==> src/rtl/tdm_demux8.sv <==
// tdm_demux8: receive end of an 8-channel TDM link.
// Locks onto a frame marker, steers each valid beat into its channel slot,
// and publishes all channels in parallel once per complete frame.
//
// Ports:
//   clk, rst_n   clock (rising edge) and async active-low reset
//   din          serial lane sample for the current slot
//   din_valid    din carries a slot beat; low stalls the frame
//   frame_sync   marks the current beat as slot 0 (only with din_valid)
//   dout         last complete frame, channel k at dout[k*DATA_W +: DATA_W]
//   frame_valid  one-cycle pulse when dout is updated
//   sync_err     one-cycle pulse on an alignment violation
//   locked       high while aligned to the frame marker
//   slot         next expected slot index
//   frame_cnt    completed frames, wraps at 255

// Per-channel storage: a shadow sample being assembled and the published
// output sample. The last channel publishes the live beat instead of its
// shadow so a frame completes on the edge that samples slot 7.
module tdm_demux8_lane #(
  parameter int DATA_W = 1
) (
  input  logic              clk,
  input  logic              rst_n,
  input  logic [DATA_W-1:0] din,
  input  logic              wr,
  input  logic              ld,
  input  logic              last,
  output logic [DATA_W-1:0] q
);
  logic [DATA_W-1:0] shadow;

  always_ff @(posedge clk or negedge rst_n) begin
    if (!rst_n) begin
      shadow <= '0;
      q      <= '0;
    end else begin
      if (wr) shadow <= din;
      if (ld) q <= last ? din : shadow;
    end
  end
endmodule

module tdm_demux8 #(
  parameter int DATA_W = 1,
  parameter int NUM_CH = 8
) (
  input  logic                     clk,
  input  logic                     rst_n,
  input  logic [DATA_W-1:0]        din,
  input  logic                     din_valid,
  input  logic                     frame_sync,
  output logic [NUM_CH*DATA_W-1:0] dout,
  output logic                     frame_valid,
  output logic                     sync_err,
  output logic                     locked,
  output logic [2:0]               slot,
  output logic [7:0]               frame_cnt
);
  localparam logic [2:0] LAST = 3'(NUM_CH - 1);

  typedef enum logic {HUNT, LOCKED} state_t;

  state_t state, state_nxt;
  logic [2:0] slot_nxt;
  logic [NUM_CH-1:0] wr;
  logic ld, fv_nxt, err_nxt;
  logic [NUM_CH-1:0][DATA_W-1:0] lane_q;

  always_ff @(posedge clk or negedge rst_n) begin
    if (!rst_n) begin
      state       <= HUNT;
      slot        <= '0;
      frame_valid <= 1'b0;
      sync_err    <= 1'b0;
      frame_cnt   <= '0;
    end else begin
      state       <= state_nxt;
      slot        <= slot_nxt;
      frame_valid <= fv_nxt;
      sync_err    <= err_nxt;
      if (fv_nxt) frame_cnt <= frame_cnt + 8'd1;
    end
  end

  always_comb begin
    state_nxt = state;
    slot_nxt  = slot;
    wr        = '0;
    ld        = 1'b0;
    fv_nxt    = 1'b0;
    err_nxt   = 1'b0;
    if (din_valid) begin
      unique case (state)
        HUNT: begin
          if (frame_sync) begin
            wr[0]     = 1'b1;
            slot_nxt  = 3'd1;
            state_nxt = LOCKED;
          end
        end
        LOCKED: begin
          if (frame_sync) begin
            // marker anywhere but slot 0 drops the partial frame and realigns
            err_nxt  = (slot != 3'd0);
            wr[0]    = 1'b1;
            slot_nxt = 3'd1;
          end else if (slot == 3'd0) begin
            // expected a marker and got none: lose lock, discard the beat
            err_nxt   = 1'b1;
            state_nxt = HUNT;
          end else begin
            wr[slot] = 1'b1;
            if (slot == LAST) begin
              ld       = 1'b1;
              fv_nxt   = 1'b1;
              slot_nxt = 3'd0;
            end else begin
              slot_nxt = slot + 3'd1;
            end
          end
        end
        default: ;
      endcase
    end
  end

  for (genvar k = 0; k < NUM_CH; k++) begin : g_lane
    tdm_demux8_lane #(.DATA_W(DATA_W)) u_lane (
      .clk  (clk),
      .rst_n(rst_n),
      .din  (din),
      .wr   (wr[k]),
      .ld   (ld),
      .last (k == NUM_CH - 1),
      .q    (lane_q[k])
    );
  end

  assign dout   = lane_q;
  assign locked = (state == LOCKED);
endmodule

==> config.mk <==
export PLATFORM = sky130hd
export DESIGN_NAME = tdm_demux8
export DESIGN_NICKNAME = d
export VERILOG_FILES = /design/src/rtl/tdm_demux8.sv
export SDC_FILE = /design/constraint.sdc
export NUM_CORES = 1
export LEC_CHECK = 0
export CAP_MARGIN = 20
export CORE_ASPECT_RATIO = 1.4
export CORE_MARGIN = 2
export CORE_UTILIZATION = 40
export DETAILED_ROUTE_END_ITERATION = 6
export DONT_BUFFER_PORTS = 1
export PLACE_DENSITY = 0.58
export SLEW_MARGIN = 20
export SYNTH_ARGS = -nofsm -noshare
export SYNTH_HDL_FRONTEND = slang
export SYNTH_SLANG_ARGS = --single-unit
==> constraint.sdc <==
create_clock -name clk -period 3.5 [get_ports clk]
set_clock_uncertainty 0.2 [all_clocks]
set_input_delay 0.7 -clock clk [delete_from_list [all_inputs] [get_ports clk]]
set_output_delay 0.7 -clock clk [all_outputs]
set_load 0.02 [all_outputs]
# Word level (Yosys, flattened, before mapping)
# Index checks and enable logic that the tools add are counted.
# W data, S select, Z words.
[totals] regBits=29 inputBits=5 output_inout_bits=22 word_cells=58
[classes] add_sub_neg=2 magnitude_cmp=2 n_eq_ne=3 muxes=26 n_bitwise=1 reduce_logical=4
[ops] op="$mux W1" count=14
[ops] op="$mux W7" count=2
[ops] op="$mux W3" count=4
[ops] op="$mux W6" count=2
[ops] op="$add A8 B1 Y8 const B" count=1
[ops] op="$pmux W3 S2" count=1
[ops] op="$lt A3 B4 Y1 const B" count=1
[ops] op="$pmux W1 S2" count=2
[ops] op="$add A3 B1 Y3 const B" count=1
[ops] op="$demux W1 S3" count=1
[ops] op="$eq A3 B3 Y1 const B" count=1
[ops] op="$ge A3 B1 Y1 const B" count=1
[ops] op="$logic_not A3 Y1" count=1
[ops] op="$ne A3 B3 Y1 const B" count=1
[ops] op="$reduce_and A3 Y1" count=1
[ops] op="$reduce_bool A3 Y1" count=1
[ops] op="$ne A2 B2 Y1 const B" count=1
[ops] op="$logic_and A1 B1 Y1" count=1
[ops] op="$not A1 Y1" count=1

# Longest topological paths before layout
# Gate-level depths: netlist of run 1.
[logic_depth] depth_word=8 depth_mapped=8 ltp_nobuf=7

# Hierarchy
# Synthesis of run 1 repeated with hierarchy kept, for this count alone.
[hier_totals] hier_cells=123 area_unflattened_um2=1431.4
[modules_own_cells] mod="tdm_demux8" n_inst=1 cells_each=75 area_per_inst_um2=760.7 seq_area_each_um2=350.3
[modules_own_cells] mod="tdm_demux8_lane" n_inst=8 cells_each=6 area_per_inst_um2=83.8 seq_area_each_um2=50.0

# Worst setup path after synthesis of run 1
# Ideal clock, no wire load.
[synth_path] path_type="register to register" from="reg slot[0]" to="reg g_lane[0].u_lane.shadow" setup_time_ps=125 arrival_time_ps=1569 required_time_ps=3175 path_slack_ps=1606 stages_incl_launch_ff=7 path_buffers=0 synth_period_minus_slack_ps=1894 cell_sequence="dfrtp_1 inv_1 ha_1 nor2_1 and4_1 o21ai_0 mux2_2"
[synth_via] elab_chain_cells=8 elab_cells_between_ends=10 cone_classes="order compare (2); mux (6); reduce/logical (2)"
[synth_lines] element="start: declaration" line="57" rtl="output logic [2:0] slot,"
[synth_lines] element="start signal: assignment" line="79" rtl="slot <= slot_nxt;"
[synth_lines] element="$lt A3 B4 Y1 (not written as such) or $ge A3 B1 Y1 (tied branches)" line="113" rtl="wr[slot] = 1'b1;"
[synth_lines] element="$logic_and A1 B1 Y1 (not written as such)" line="113"
[synth_lines] element="$mux W1 (not written as such)" line="113"
[synth_lines] element="$demux W1 S3" line="113"
[synth_lines] element="$mux W7 (*)" line="108" rtl="end else if (slot == 3'd0) begin"
[synth_lines] element="$mux W1 (*)" line="103" rtl="if (frame_sync) begin"
[synth_lines] element="$pmux W1 S2 (*)" line="94" rtl="unique case (state)"
[synth_lines] element="$mux W7 (*)" line="93" rtl="if (din_valid) begin"
[synth_lines] element="end signal: assignment" line="38" rtl="if (wr) shadow <= din;"
[synth_lines] element="end: declaration" line="31" rtl="logic [DATA_W-1:0] shadow;"
# Every way passes the cells marked *; elsewhere a longest branch is shown, timed or not.
# A chain may end at the register's enable or synchronous reset.

# Worst setup path in the final report of run 1
[layout_path] from="reg slot[0]" to="reg frame_cnt[6]"
[layout_via] elab_chain_cells=6 elab_cells_between_ends=7 cone_classes="eq/ne (1); mux (5); reduce/logical (1)"
[layout_lines] element="$eq A3 B3 Y1" line="114" rtl="if (slot == LAST) begin"
[layout_lines] element="$mux W1" line="114"
[layout_lines] element="$mux W1 (*)" line="108"
[layout_lines] element="$mux W1 (*)" line="103"
[layout_lines] element="$mux W1 (*)" line="94"
[layout_lines] element="$mux W1 (*)" line="93"
[layout_lines] element="end signal: assignment" line="82" rtl="if (fv_nxt) frame_cnt <= frame_cnt + 8'd1;"
[layout_lines] element="end: declaration" line="58" rtl="output logic [7:0] frame_cnt"
# Marks and branches as above.

==> metrics.txt, run 1 <==
outcome finished, final reports clean; CTS tree built; RSZ-0062 raised after global routing no; initial antenna violation count 0; wire per inst 14.2 um; Worst Path Arrival 2.41 ns; IO Pins 27; Initial DRT Pass Iterations 4; post-synth cell types 24; CTS Hold Bufs 1; VDD IR max 414 uV; Antenna Violating Nets Remaining 0; port bufs 0; Starting Density 40.9%; Synth Net Count 141; Finished Layout Cells 169; Yosys top cell by area dfrtp_1; dpl hpwl 1.72 mm; clk slew on worst S/H paths 0.06 ns; PostCTS Resize Cnt 0; nets 138; area grow syn2layout 6.92%; die height 72.9 um; Antenna Cells 0; worst path required time 3.45 ns; R2R setup slack 1.04 ns; number of cells after detailed placement 160; pre-CTS worst setup slack 1.05 ns; Final Cycle Share 70.3%; drt drc 0; post-CTS setup buffer count 0; Setup TNS 0 ns; Final Util 43.7%; Clk Latency, worst-skew pair 0.27 ns; Die X 53.2 um; endpoints failing hold 0; Die Footprint 3880 um^2; Syn Std Cell Area 1360 um^2; Post-synth top flop dfrtp_1; most instantiated cells after synthesis nand2_1 (34), dfrtp_1 (29), buf_4 (9); Startpoint Class flop; Lkg Pwr 0.000735 uW; post-synth top area share 53.5%; Cell Rows 25; largest net degree at the start of global routing 30; fin. max-slew vios 0; initial DRC count 23; synth top area cells dfrtp_1 (54%), nand2_1 (9.4%), buf_4 (5.0%); Max FO, Critical Path 15; final instance area 1450 um^2; clock buffer count from CTS 5; setup ws final 1.04 ns; most common cell in the synthesized netlist nand2_1; sequential cell area fraction in the yosys report 53.5%; EDFF count, synth 0; Synth Area per Inst 10.4 um^2; via/cell ratio 5.20; Worst Max-Slew Pin Slew 0.445 ns; total core area 3320 um^2; fmax 407 MHz; clock tree sinks 29; PwrDens 689 nW/um^2; Async SR Flop Fraction 100%; Vias 878; Overall Global Routing Usage 14.8%; total grt overflow 0; Max H-tree Level 2; clock root buffer clkbuf_8; minimum clock period 2.46 ns; number of setup violations in the final report 0; gate count of the mapped netlist 131; element type at the critical path end flop; first-pass GRT wire length 4.17 mm; RePlAce Congestion 0.802; Syn. warnings 0; Area after DPL 1330 um^2; via count of the first global-routing pass 928; critical path class flop to flop; share of layout cells above drive strength 1 12.4%; max_cap viols 0; Hold/Removal Path Class primary input to asynchronous set/reset pin; total wire length 2.40 mm; Yosys reg bits 29; clk buf depth 2; relative slew slack 70.3%; final-layout fill cell count 340
-- where the power goes --
part	internal, uW	switching, uW
combinational	85.4	95.3
clock	177	117
sequential	399	126
-- per-stage QoR --
step / total power (uW) / hold WS (ns)
floorplan: 671 / 0.204
global placement: 699 / 0.205
detailed placement: 706 / 0.205
CTS: 1020 / 0.0358
global route: 1080 / 0.0370
finish: 1000 / 0.0436
-- cells in the final DEF, fill, tap and decap left out, types with 2 or more instances in the layout --
| cell type | instances |
|---|---|
| a21oi_1 | 3 |
| a31oi_1 | 2 |
| and3_1 | 2 |
| and4_1 | 3 |
| clkbuf_8 | 7 |
| dfrtp_1 | 29 |
| ha_1 | 5 |
| inv_1 | 6 |
| mux2_1 | 2 |
| mux2_2 | 5 |
| nand2_1 | 34 |
| nand3_1 | 2 |
| nand4_1 | 6 |
| nor2_1 | 4 |
| o21ai_0 | 4 |
| xnor2_1 | 6 |
-- per-layer routing --
| layer | track usage, % | vias up | wire [um] |
|---|---|---|---|
| met5 | 0 | - | 0 |
| met4 | 7.69 | 0 | 19 |
| met3 | 5.94 | 2 | 137 |
| met2 | 23.2 | 29 | 1260 |
| met1 | 17.2 | 422 | 984 |
| li1 | - | 425 | - |
-- registers in the layout, indices dropped and copies added, names as in the netlist --
register              cells
sync_err                  1
g_lane.u_lane.shadow      7
locked                    1
frame_valid               1
frame_cnt                 8
g_lane.u_lane.q           8
slot                      3
-- worst paths after layout --
kind / cells past startpoint / endpoint / startpoint
setup / recovery: 7 / frame_cnt[6] / slot[0]
hold / removal: 1 / g_lane[7].u_lane.q / rst_n
setup reg to reg: 7 / frame_cnt[6] / slot[0]
hold reg to reg: 2 / g_lane[2].u_lane.q / g_lane[2].u_lane.shadow
max in group asynchronous: 1 / slot[1] / rst_n
min in group clk: 2 / g_lane[2].u_lane.q / g_lane[2].u_lane.shadow
-- cell type report --
type / instances / area, um^2 / area share, %
sequential: 29 / 726 / 50.0
tap: 40 / 50.0 / 3.45
clock inverter: 1 / 5.00 / 0.345
inverter: 6 / 22.5 / 1.55
multi-input combinational: 85 / 531 / 36.6
timing repair buffer: 1 / 20.0 / 1.38
clock buffer: 7 / 96.3 / 6.64
-- logic make-up (layout without fill, tap and decap cells) --
family / Yosys count / after routing / synth area share [%]
AOI/OAI and AO/OA: 11 / 11 / 4.70
and+or+nand+nor: 55 / 55 / 19.5
muxes: 7 / 7 / 5.81
buffers and inverters: 17 / 15 / 7.38
DFF: 29 / 29 / 53.5
xor gates and xnor gates: 7 / 7 / 4.52
adders and majority gates: 5 / 5 / 4.61
-- critical path, stage by stage (launching register included) --
cell and delay [ns]:
dfrtp_1 0.55, inv_1 0.16, ha_1 0.26, nand2b_1 0.17, nand3_2 0.26, inv_1 0.40
nand4_1 0.18, xnor2_1 0.15
No activity file was read; power rests on OpenSTA's default activity.
==> inputs of run 2 (changes only) <==
clock period = 2.3 ns   (was 3.5 ns; I/O delays follow)
==> run 2 against run 1 <==
Against the previous run: combinational power rose by 110%; highest routed layer unchanged; power rose by 58%; clock-buffer cell count did not move; sequential power rose by 39%; wire length rose by 2.5%; maximum frequency rose by 21%; core utilization rose by 1.2 points; flip-flop and latch count did not move.
==> metrics.txt, run 2 (synthesis gave the netlist of run 1 again) <==
area grow syn2layout 9.87%; critical path class flop to flop; endpoints failing hold 0 (unchanged); PwrDens 1060 nW/um^2 (+54%); via count of the first global-routing pass 976 (+5.2%); Startpoint Class flop; RePlAce Congestion 0.807 (+0.65%); clock tree sinks 29 (unchanged); relative slew slack 70.9% (+0.61 points); R2R setup slack 0.27 ns (-0.77 ns); Starting Density 40.9% (unchanged); Die X 53.2 um (unchanged); Critical Path, Cell by Cell nand2b_1 > nand3_2 > inv_1 > nand4_1 > xnor2_1; final instance area 1490 um^2 (+2.8%); CP max-delay cell dfrtp_1; fmax 493 MHz (+21%); drt drc 0 (unchanged); total core area 3320 um^2 (unchanged); Worst Max-Slew Pin Slew 0.436 ns (-0.00913 ns); clock buffer count from CTS 5 (unchanged); Antenna Cells 0 (unchanged); Cell Rows 25 (unchanged); Clk Latency, worst-skew pair 0.28 ns (about the same); fin. max-slew vios 0 (unchanged); number of setup violations in the final report 0 (unchanged); share of layout cells above drive strength 1 14.9% (+2.5 points); Worst R2R Start slot[2]; dpl hpwl 1.71 mm (-0.70%); nets 143 (+3.6%); Area after DPL 1360 um^2 (+2.3%); Max H-tree Level 2 (unchanged); Worst Hold Endpoint slot[2]; final-layout fill cell count 336 (-1.2%); most frequent cells in the layout nand2_1 (34), dfrtp_1 (29), clkbuf_8 (7); outcome finished, final reports clean; CTS tree built; first-pass GRT wire length 4.25 mm (+1.8%); Die Footprint 3880 um^2 (unchanged); total wire length 2.46 mm (+2.5%); Max stage delay on crit path 0.61 ns (+0.06 ns); Antenna Violating Nets Remaining 0 (unchanged); Setup TNS 0 ns (unchanged); via/cell ratio 5.17 (-0.55%); clk slew on worst S/H paths 0.06 ns (about the same); die height 72.9 um (unchanged); clk buf depth 2 (unchanged); Top Registers frame_cnt: 8 flops, g_lane.u_lane.q: 8 flops, g_lane.u_lane.shadow: 7 flops; clock root buffer clkbuf_8; initial antenna violation count 0 (unchanged); initial DRC count 20 (-13%); Hold Startpoint frame_sync; Final Util 44.9% (+1.2 points); Crit Reg-Reg Endpoint frame_cnt[6]; port bufs 0 (unchanged); IO Pins 27 (unchanged); PostCTS Resize Cnt 0 (unchanged); Worst Path Arrival 1.98 ns (-0.43 ns); element type at the critical path end flop; total grt overflow 0 (unchanged); Initial DRT Pass Iterations 4 (unchanged); VDD IR max 528 uV (+28%); minimum clock period 2.03 ns (-0.430 ns); max_cap viols 0 (unchanged); Vias 899 (+2.4%); wire per inst 14.1 um (-0.48%); Max FO, Critical Path 12 (-3); hold path cells 1; Final Cycle Share 88.2% (+18 points); Lkg Pwr 0.000759 uW (+3.3%); most common cell after layout, fill and taps aside nand2_1; RSZ-0062 raised after global routing no; R2R cell count 5 (-2); Overall Global Routing Usage 15.2% (+0.37 points); Hold/Removal Path Class primary input to flop; worst path required time 2.26 ns (-1.19 ns); largest net degree at the start of global routing 30 (unchanged)
[run 2: cell count changes in the layout (fill, tap and decap cells not counted), sizes merged]
cell         delta
dlygate4sd3     +1
buf             +4
[run 2: worst max-delay path by stage]
stage	start	endpoint	slack (ns)	cells after the start
after floorplan	slot[0]	g_lane[0].u_lane.shadow	0.41	6
after global routing	slot[2]	frame_cnt[6]	0.12	5
after CTS	slot[2]	frame_cnt[6]	0.27	5
final	slot[2]	frame_cnt[6]	0.27	5
after detailed placement	slot[2]	frame_cnt[6]	0.29	5
after global placement	slot[0]	g_lane[4].u_lane.q	0.39	8
[run 2: repair_timing]
item,CTS,global route
setup buffers,0,0
hold buffers,2,0
endpoints found under the hold margin,29,0
[run 2: layer usage]
layer  routed length [um]  track usage (%)
met1                 1030             17.3
met2                 1200             24.0
met3                  174             6.97
met4                   51             6.84
met5                    0                0
[run 2: area by class of cell]
type	instances	area (um^2)	share of cell area [%]
sequential	29	726	48.7
multi-input combinational	85	531	35.6
clock buffer	7	96.3	6.47
timing repair buffer	6	60.1	4.03
tap	40	50.0	3.36
inverter	6	22.5	1.51
clock inverter	1	5.00	0.336
[run 2: stage by stage]
| stage | power, uW | hold WS, ns | instances | worst slack, ns |
|---|---|---|---|---|
| after floorplan | 1020 | -0.0356 | 131 | 0.406 |
| after global placement | 1100 | -0.0350 | 164 | 0.385 |
| after detailed placement | 1120 | -0.0349 | 164 | 0.287 |
| after CTS | 1600 | 0.0515 | 174 | 0.271 |
| after global routing | 1680 | 0.0497 | 174 | 0.121 |
| final | 1580 | 0.0578 | 174 | 0.271 |
[run 2: power breakdown]
group	switching [uW]	internal, uW
Combinational	224	161
Sequential	124	608
Clock	191	270
[run 2: worst max-delay path: cells and delay by family (launching register included)]
| family | cells | cell delay (ns) |
|---|---|---|
| DFF | 1 | 0.61 |
| and+or+nand+nor | 3 | 0.69 |
| buffers and inverters | 1 | 0.24 |
| xor gates and xnor gates | 1 | 0.16 |
==> inputs of run 3 (changes only) <==
--- a/config.mk
+++ b/config.mk
@@ -10,4 +10,5 @@
 export CORE_MARGIN = 2
 export CORE_UTILIZATION = 40
+export CTS_CLUSTER_DIAMETER = 150
 export DETAILED_ROUTE_END_ITERATION = 6
 export DONT_BUFFER_PORTS = 1
==> constraint.sdc (replaced) <==
create_clock -name clk -period 2.3 [get_ports clk]
set_clock_uncertainty 0.2 [all_clocks]
set_input_delay 0.46 -clock clk [delete_from_list [all_inputs] [get_ports clk]]
set_output_delay 0.46 -clock clk [all_outputs]
set_load 0.01 [all_outputs]
==> run 3 against run 2 <==
Against the previous run: final area down 1.5%; non-clock buffer count is 1 lower; power shrank 9.0%; sequential power barely moved; die area unchanged; critical path type unchanged; largest cell class unchanged.
==> metrics.txt, run 3 (synthesis gave the netlist of run 1 again) <==
outcome finished, final reports clean; Clock Power Share 28.0% (-1.2 points); Worst Path Arrival 1.91 ns (-0.07 ns); clk buf depth 2 (unchanged); drt drc 0 (unchanged); routed length on met2 1.11 mm (-8.1%); Switching Share 31.5% (-2.7 points); sequential share of power 51.1% (+4.7 points); FF+latch area 726 um^2 (unchanged); Max H-tree Level 2 (unchanged); Setup TNS 0 ns (unchanged); Top Registers frame_cnt: 8 flops, g_lane.u_lane.q: 8 flops, g_lane.u_lane.shadow: 7 flops; clk slew on worst S/H paths 0.05 ns (about the same); wl on met1 1.04 mm (+0.88%); number of setup violations in the final report 0 (unchanged); element type at the critical path end flop; Die X 53.2 um (unchanged); Comb pwr share 21.0% (-3.4 points); Antenna Violating Nets Remaining 0 (unchanged); largest net degree at the start of global routing 30 (unchanged); dpl hpwl 1.65 mm (-3.3%); Cell Rows 25 (unchanged); post-CTS setup buffer count 0 (unchanged); Antenna Cells 0 (unchanged); Vias 909 (+1.1%); Hold Startpoint frame_sync; critical path class flop to flop; initial antenna violation count 0 (unchanged); clock tree sinks 29 (unchanged); Lkg Pwr 0.000744 uW (-2.1%); via count of the first global-routing pass 912 (-6.6%); hold path cells 1 (unchanged); worst path required time 2.25 ns (about the same); most common cell after layout, fill and taps aside nand2_1; minimum clock period 1.96 ns (-0.0665 ns); area occupied by multi-input gates 531 um^2 (unchanged); total grt overflow 0 (unchanged); CTS tree built; R2R cell count 6 (+1); Initial DRT Pass Iterations 4 (unchanged); relative slew slack 77.1% (+6.2 points); IO Pins 27 (unchanged); Hold/Removal Path Class primary input to flop; max_cap viols 0 (unchanged); fin. max-slew vios 0 (unchanged); Net Sw Power 452 uW (-16%); endpoints failing hold 0 (unchanged); routed wl met3 163 um (-6.3%); DR top layer met4; first-pass GRT wire length 3.99 mm (-6.2%); RePlAce Congestion 0.759 (-6.0%); initial DRC count 13 (-35%); Final Cycle Share 85.3% (-2.9 points); RSZ-0062 raised after global routing no; Worst Hold Endpoint slot[2]; Max FO, Critical Path 7 (-5); VDD IR max 555 uV (+5.2%); Startpoint Class flop; Clk Latency, worst-skew pair 0.27 ns (about the same); nets 142 (-0.70%); clock root buffer clkbuf_8; Starting Density 40.9% (unchanged); final-layout fill cell count 350 (+4.2%); via/cell ratio 5.28 (+2.3%); fmax 509 MHz (+3.4%); Overall Global Routing Usage 14.3% (-0.95 points); wire per inst 13.6 um (-3.4%); die height 72.9 um (unchanged); clock buffer count from CTS 5 (unchanged); Die Footprint 3880 um^2 (unchanged); WHS 0.0769 ns (+0.0191 ns); share of layout cells above drive strength 1 12.9% (-2.0 points); total core area 3320 um^2 (unchanged); Crit Reg-Reg Endpoint g_lane[0].u_lane.shadow; port bufs 0 (unchanged); Final Util 44.3% (-0.68 points); P_int 984 uW (-5.3%); area grow syn2layout 8.21%; total wire length 2.35 mm (-4.6%); R2R setup slack 0.34 ns (+0.07 ns); Worst R2R Start slot[0]; most frequent cells in the layout nand2_1 (34), dfrtp_1 (29); PwrDens 979 nW/um^2 (-7.6%); Worst Max-Slew Pin Slew 0.343 ns (-0.0929 ns)
==> run 3: metrics by stage <==
| step | cells | area (um^2) | power (uW) | setup slack [ns] |
|---|---|---|---|---|
| finish | 172 | 1470 | 1440 | 0.337 |
| global placement | 163 | 1350 | 1020 | 0.400 |
| floorplan | 131 | 1360 | 975 | 0.469 |
| global route | 172 | 1470 | 1550 | 0.199 |
| CTS | 172 | 1470 | 1460 | 0.333 |
| detailed placement | 163 | 1350 | 1030 | 0.345 |
==> run 3: worst max-delay path by stage <==
stage / slack [ns] / from / to / cells after the start
3_3_place_gp: 0.40 / slot[0] / g_lane[0].u_lane.shadow / 6
4_1_cts: 0.33 / slot[1] / g_lane[0].u_lane.shadow / 6
5_1_grt: 0.20 / slot[1] / frame_cnt[3] / 7
2_1_floorplan: 0.47 / slot[0] / g_lane[0].u_lane.shadow / 6
3_5_place_dp: 0.34 / slot[0] / g_lane[0].u_lane.shadow / 6
6_report: 0.34 / slot[0] / g_lane[0].u_lane.shadow / 6
==> run 3: cell type report <==
type	instances	share of cell area, %
Clock buffer	7	5.88
Tap cell	40	3.41
Inverter	6	1.53
Multi-Input combinational cell	85	36.1
Sequential cell	29	49.4
Timing Repair Buffer	5	3.58
==> run 3: worst max-delay path, cell delays in order (launching register included) <==
cell and delay (ns):
dfrtp_1 0.47, inv_1 0.16, ha_1 0.21, nor2_1 0.09, and4_1 0.22, o21ai_0 0.16
mux2_2 0.35
==> run 3: repair_timing <==
item                                   4_1_cts  5_1_grt
hold buffers                                 2        0
endpoints found under the hold margin       29        0
gates resized for setup                      0        0
==> run 3: power by group through the flow <==
stage	Sequential (uW)	Clock [uW]	Combinational (uW)
4_1_cts	737	423	304
6_report	734	402	301
3_3_place_gp	739	0	283
2_1_floorplan	709	0	266
3_5_place_dp	745	0	288
5_1_grt	755	447	350
==> run 3: metal layers <==
| layer | vias to the layer above | GRT usage (%) |
|---|---|---|
| li1 | 434 | - |
| met1 | 444 | 16.4 |
| met2 | 27 | 22.4 |
| met3 | 4 | 6.76 |
| met4 | 0 | 5.98 |
| met5 | - | 0 |
